### src/rtl/ras_ckpt_pkg.sv
// Shared types and constants for the fetch-predictor return address stack.
// The default depth and PC width here match ras_ckpt's parameter defaults.
package ras_ckpt_pkg;

  localparam int DEF_RAS_ENTRIES  = 16;
  localparam int DEF_LOG_ENTRIES  = $clog2(DEF_RAS_ENTRIES);
  localparam int DEF_PC_WIDTH     = 38;

  typedef logic [DEF_PC_WIDTH-1:0]    PC38_t;
  typedef logic [DEF_LOG_ENTRIES-1:0] RAS_idx_t;
  typedef logic [DEF_LOG_ENTRIES:0]   RAS_cnt_t;

  // Snapshot held in the checkpoint array; restored through restore_sp/restore_cnt.
  typedef struct packed {
    RAS_idx_t sp;
    RAS_cnt_t cnt;
  } RAS_ckpt_t;

  localparam PC38_t INIT_PC38 = '0;

endpackage

### src/rtl/ras_ckpt.sv
// Circular return address stack with single-cycle {sp, cnt} restore.
// Optional macro RAS_RESTORE_TOP_EN adds restore_top_pc38 to repair the top entry on restore.
module ras_ckpt
  import ras_ckpt_pkg::*;
#(
  parameter int RAS_ENTRIES = 16,
  parameter int PC_WIDTH    = 38
) (
  input  logic                            CLK,
  input  logic                            nRST,
  input  logic                            push_valid,
  input  logic [PC_WIDTH-1:0]             push_pc38,
  input  logic                            pop_valid,
  output logic                            ret_valid,
  output logic [PC_WIDTH-1:0]             ret_pc38,
  output logic [$clog2(RAS_ENTRIES)-1:0]  ras_sp,
  output logic [$clog2(RAS_ENTRIES):0]    ras_cnt,
  input  logic                            restore_valid,
  input  logic [$clog2(RAS_ENTRIES)-1:0]  restore_sp,
  input  logic [$clog2(RAS_ENTRIES):0]    restore_cnt,
`ifdef RAS_RESTORE_TOP_EN
  input  logic [PC_WIDTH-1:0]             restore_top_pc38,
`endif
  output logic                            overflow,
  output logic                            underflow
);

  localparam int LOG_W = $clog2(RAS_ENTRIES);
  localparam int CNT_W = LOG_W + 1;
  localparam logic [CNT_W-1:0] FULL = CNT_W'(RAS_ENTRIES);

  logic [PC_WIDTH-1:0] stack [RAS_ENTRIES];
  logic [LOG_W-1:0]    sp, sp_nx;
  logic [CNT_W-1:0]    cnt, cnt_nx;
  logic                wr_en;
  logic [LOG_W-1:0]    wr_idx;
  logic [PC_WIDTH-1:0] wr_data;
  logic                ovf_nx, unf_nx;

  always_comb begin
    sp_nx   = sp;
    cnt_nx  = cnt;
    wr_en   = 1'b0;
    wr_idx  = sp + LOG_W'(1);
    wr_data = push_pc38;
    ovf_nx  = 1'b0;
    unf_nx  = 1'b0;
    if (restore_valid) begin
      sp_nx  = restore_sp;
      cnt_nx = restore_cnt;
`ifdef RAS_RESTORE_TOP_EN
      if (restore_cnt != '0) begin
        wr_en   = 1'b1;
        wr_idx  = restore_sp;
        wr_data = restore_top_pc38;
      end
`endif
    end else if (push_valid && pop_valid) begin
      // RET_L: replace the top in place; on an empty stack it degrades to a push.
      wr_en = 1'b1;
      if (cnt != '0) begin
        wr_idx = sp;
      end else begin
        sp_nx  = sp + LOG_W'(1);
        cnt_nx = CNT_W'(1);
        unf_nx = 1'b1;
      end
    end else if (push_valid) begin
      wr_en = 1'b1;
      sp_nx = sp + LOG_W'(1);
      if (cnt < FULL) cnt_nx = cnt + CNT_W'(1);
      else            ovf_nx = 1'b1;
    end else if (pop_valid) begin
      if (cnt != '0) begin
        sp_nx  = sp - LOG_W'(1);
        cnt_nx = cnt - CNT_W'(1);
      end else begin
        unf_nx = 1'b1;
      end
    end
  end

  always_ff @(posedge CLK or negedge nRST) begin
    if (!nRST) begin
      sp        <= '0;
      cnt       <= '0;
      overflow  <= 1'b0;
      underflow <= 1'b0;
      for (int i = 0; i < RAS_ENTRIES; i++) stack[i] <= PC_WIDTH'(INIT_PC38);
    end else begin
      sp        <= sp_nx;
      cnt       <= cnt_nx;
      overflow  <= ovf_nx;
      underflow <= unf_nx;
      if (wr_en) stack[wr_idx] <= wr_data;
    end
  end

  assign ret_valid = (cnt != '0);
  assign ret_pc38  = stack[sp];
  assign ras_sp    = sp;
  assign ras_cnt   = cnt;

endmodule
### config.mk
export PLATFORM = sky130hd
export DESIGN_NAME = ras_ckpt
export DESIGN_NICKNAME = d
export VERILOG_FILES = /design/src/rtl/ras_ckpt_pkg.sv /design/src/rtl/ras_ckpt.sv
export SDC_FILE = /design/constraint.sdc
export NUM_CORES = 1
export LEC_CHECK = 0
export CAP_MARGIN = 10
export CORE_ASPECT_RATIO = 1.4
export CORE_MARGIN = 4
export CORE_UTILIZATION = 50
export CTS_BUF_LIST = sky130_fd_sc_hd__clkbuf_4 sky130_fd_sc_hd__clkbuf_8 sky130_fd_sc_hd__clkbuf_16
export DETAILED_ROUTE_END_ITERATION = 6
export PLACE_DENSITY = 0.77
export SYNTH_ARGS = -nofsm -noshare
export SYNTH_HDL_FRONTEND = slang
export SYNTH_SLANG_ARGS = --single-unit
### constraint.sdc
create_clock -name CLK -period 7.7 [get_ports CLK]
set_input_delay 1.54 -clock CLK [delete_from_list [all_inputs] [get_ports CLK]]
set_output_delay 1.54 -clock CLK [all_outputs]
set_load 0.01 [all_outputs]
Word-level counts from Yosys, hierarchy flattened
Index checks and enable logic that the tools add are counted.
{"block": "classes", "addsub": 4, "order_cmp": 4, "eq_ne": 2, "muxes": 33, "bitwise": 2, "n_reduce_logical": 7}
{"cell": "608-bit bitwise mux", "n": 1}
{"cell": "38-bit binary-select mux with 4-bit select", "n": 1}
{"cell": "38-bit demux with 4-bit select", "n": 1}
{"cell": "38-bit two-way mux", "n": 3}
{"cell": "5-bit two-way mux", "n": 7}
{"cell": "4-bit two-way mux", "n": 8}
{"cell": "1-bit two-way mux", "n": 12}
{"cell": "5-bit >= comparator (second input constant)", "n": 2}
{"cell": "4-bit inverter with 5-bit output", "n": 2}
{"cell": "4-bit nonzero test", "n": 2}
{"cell": "5-bit by 1-bit adder with 5-bit output (second input constant)", "n": 1}
{"cell": "5-bit by 1-bit < comparator with 1-bit output (second input constant)", "n": 1}
{"cell": "5-bit < comparator (second input constant)", "n": 1}
{"cell": "5-bit nonzero test", "n": 1}
{"cell": "5-bit by 1-bit subtractor with 5-bit output (second input constant)", "n": 1}
{"cell": "4-bit by 1-bit adder with 4-bit output (second input constant)", "n": 1}
{"cell": "4-bit by 1-bit inequality test with 1-bit output (second input constant)", "n": 1}
{"cell": "4-bit AND reduction", "n": 1}
{"cell": "4-bit by 1-bit subtractor with 4-bit output (second input constant)", "n": 1}
{"cell": "3-bit inequality test (second input constant)", "n": 1}
{"cell": "1-bit logical AND", "n": 2}
{"cell": "2-bit AND reduction", "n": 1}
{"block": "word_totals", "register_bits": 619, "inputBits": 52, "out_inout_bits": 50, "word_cells": 72}

Longest topological paths before layout
{"block": "depth", "depth_word": 10, "depth_mapped": 11}

Least setup slack after synthesis
No wires, ideal clock.
{"block": "synth_timing", "path_kind": "reg-to-output", "start": "reg sp[0], in the netlist ras_sp[0]", "end": "out ret_pc38[0]", "t_arrival_ns": 2.324, "slack_ns": 3.836, "stages_incl_launch_ff": 6, "path_cell_list": "dfrtp_1 buf_2 buf_1 buf_2 mux4_2 mux4_2"}
{"block": "synth_between", "elab_chain_len": 4}
{"element": "from (decl)", "line_no": "ras_ckpt.sv:33", "rtl": "logic [LOG_W-1:0] sp, sp_nx;"}
{"element": "from (signal assigned)", "line_no": "ras_ckpt.sv:91", "rtl": "sp <= sp_nx;"}
{"element": "4-bit inverter with 5-bit output (implied by the code)", "line_no": "ras_ckpt.sv:100", "rtl": "assign ret_pc38 = stack[sp];"}
{"element": "38-bit binary-select mux with 4-bit select", "line_no": "ras_ckpt.sv:100"}
{"element": "38-bit two-way mux (implied by the code) (2 in a row)", "line_no": "ras_ckpt.sv:100"}
{"element": "to (decl)", "line_no": "ras_ckpt.sv:15", "rtl": "output logic [PC_WIDTH-1:0] ret_pc38,"}
No other way between the ends. The select of a mux whose other input is x is not followed.

Worst setup path in the final report
{"block": "layout_timing", "start": "reg sp[1], in the netlist ras_sp[1]", "end": "out ret_pc38[12]"}
Same word-level chain as after synthesis.

==> metrics.yaml <==
grt_pass1_wl_um: 102000
p_sw_share_pct: 28.0
area_growth_pct: 11.0
io_buffers: 101
synthFlopType: "dfrtp_1"
rr_startpoint: "ras_sp[1]"
period_needed_ns: 5.36
antenna_found_initial: 3
drtIter0Drc: 839
yosys.area.top_type: "dfrtp_1"
postCtsHoldBufs: 0
hp-start: "stack[73]"
dr.pass1.iters: 4
grt_pass1_vias: 17005
min_path_cells: 1
cts_buffers: 56
ys_top_cells_by_count: "619 x dfrtp_1, 291 x mux2_1, 190 x mux4_2"
hold_violations: 0
arrival_ns: 3.82
max_stage_delay_ns: 0.99
worst_path_max_delay_cell: "dfrtp_4"
io_pins: 102
p_sw_uw: 3350
ff2ff_path_depth: 7
finalSetupViolations: 0
seq_area_frac_synth_pct: 53.1
final_core_util_pct: 56.2
drv_slew: 0
wl_per_cell_um: 25.5
start_util_pct: 50.6
yosys_register_bits: 619
syn-instance-count: 1689
synth_edf_count: 0
r2r_slack_ns: 3.15
worstMarginPinSlew_ns: 1.13
drive_above_1_share_pct: 38.2
async_reset_ff_share_pct: 100
cp_max_fo: 105
gr-total-overflow: 0
combPwrFrac_pct: 31.2
p_int_uw: 8610
rsz0062_at_grt: "false"
powerDensity_nw_per_um2: 369
clkPwrFrac_pct: 22.9
yosysMostFrequentCell: "dfrtp_1"
wl_um: 64100
nNetsFinal: 1783
worst_setup_path_start_kind: "flip-flop"
place_congestion: 0.730
cts_tree: "built"
outcome: "complete, no violations"
fill_cells: 4346
clk_pin_slew_ns: 0.06
fin_setup_tns_ns: 0
cp_top_family: "buffers and inverters"
synth.distinct_cells: 49
yosysTopAreaCellShare_pct: 53.1
syn_nets: 1748
syn_area_per_cell_um2: 17.3
cts_setup_buffers: 0
hold_path_class: "flip-flop to flip-flop"
path_cells: "buf_12 -> mux4_2 -> mux4_2 -> clkdlybuf4s50_1"
htree_levels: 2
path_buf_inv: 2
cp_common_cell: "mux4_2"
fmax_mhz: 187
synth.area.top_cells: "dfrtp_1 53%, mux4_2 15%, mux2_1 11%"
hold_end: "stack[73]"
ir_drop_uv: 207
critPathRequiredTime_ns: 6.16
ctsResizeCount: 0
vias_per_cell: 6.08
fp.dieArea_um2: 62400
critPathCaptureType: "primary output"
crit_type: "flip-flop to primary output"
route.detailed.drc: 0
leakage_uw: 0.0148
die_h_um: 294
cap_violations: 0
slew_headroom_pct: 24.6
antenna_left: 0
multi_input_comb_area_um2: 12800
cts.sinks: 619
r2r-end: "stack[527]"
dp_hpwl_um: 36800
grt_util_all_layers_pct: 21.0
cts_buffer_depth: 3
fin_skew_ns: 0.0213
row_count: 104
pwr-share-seq_pct: 46.0
syn_area_um2: 29200
timing.final.crit_share_pct: 69.6
worstSkewPairLatency_ns: 0.63
vias: 15287
yosysWarningCount: 0
regArea_um2: 15500
core-area_um2: 57600
chipWidth_um: 212
grt_max_degree: 186
clock-root-buffer: "clkbuf_16"
==> through the flow <==
stage,hold slack (ns),worst slack (ns),area (um2),instances,total power [uW]
after floorplan,0.452,3.84,29200,1689,8030
after global placement,0.461,2.23,30600,2408,9060
after detailed placement,0.469,2.12,30600,2408,9310
after CTS,0.483,2.29,32400,2511,12100
after global routing,0.492,2.22,32400,2512,12600
final,0.479,2.34,32400,2513,12000
==> placed cells by master, fill, tap and decap left out, drive strengths merged, types with 2 or more instances in the layout <==
cell	instances
nor3	4
o21ai	7
xnor2	3
a21oi	8
inv	8
o211ai	8
and3	3
nand3	2
nand3b	2
a22o	6
buf	30
diode	2
a21o	5
mux2i	2
mux2	615
ha	6
mux4	190
clkdlybuf4s50	100
nor2b	3
nand2	7
clkbuf	79
a22oi	3
a211oi	13
nor2	6
xor2	4
clkinv	19
dfrtp	619
nor3b	2
a221oi	3
nor4	3
==> layout make-up <==
cell class	count	area share (%)
clock buffers	79	5.05
diodes	2	0.0155
well taps	742	2.87
flip-flops and latches	619	47.9
clock inverters	24	0.494
multi-input cells	913	39.7
inverters	4	0.0464
repair buffers	130	4.00
==> power groups by stage <==
stage,clock network [uW],logic [uW],registers (uW)
after global placement,0,3660,5400
after CTS,2790,3800,5480
after detailed placement,0,3790,5520
after floorplan,0,2830,5200
after global routing,2920,4020,5650
final,2730,3730,5500
==> registers in the layout (all words and copies together) (netlist names) <==
register   flops
overflow       1
ras_sp         4
underflow      1
stack        608
ras_cnt        5
==> logic make-up after synthesis <==
logic type | count (synthesis) | share of synthesized area (%)
and+or+nand+nor | 35 | 0.716
muxes | 807 | 40.5
adders and majority gates | 7 | 0.326
DFF | 619 | 53.1
AOI/OAI and AO/OA | 57 | 1.73
xor gates and xnor gates | 7 | 0.274
buffers and inverters | 157 | 3.38
==> how the worst max path moves through the flow <==
stage,from,end,slack (ns),depth (start not counted)
3_3_place_gp,restore_valid,stack[524],2.23,7
6_report,ras_sp[1],ret_pc38[12],2.34,4
2_1_floorplan,ras_sp[0],ret_pc38[0],3.84,5
3_5_place_dp,restore_valid,stack[525],2.12,7
5_1_grt,ras_sp[1],ret_pc38[13],2.22,4
4_1_cts,ras_sp[1],ret_pc38[12],2.29,4
==> metal layers <==
metal / routed length, um / track usage (%) / vias up
li1: - / - / 6421
met1: 27600 / 29.2 / 8443
met2: 32300 / 34.9 / 319
met3: 2730 / 3.47 / 102
met4: 1490 / 5.44 / 2
met5: 19 / 0 / -
Note: power is estimated with default switching activity, not from simulation.
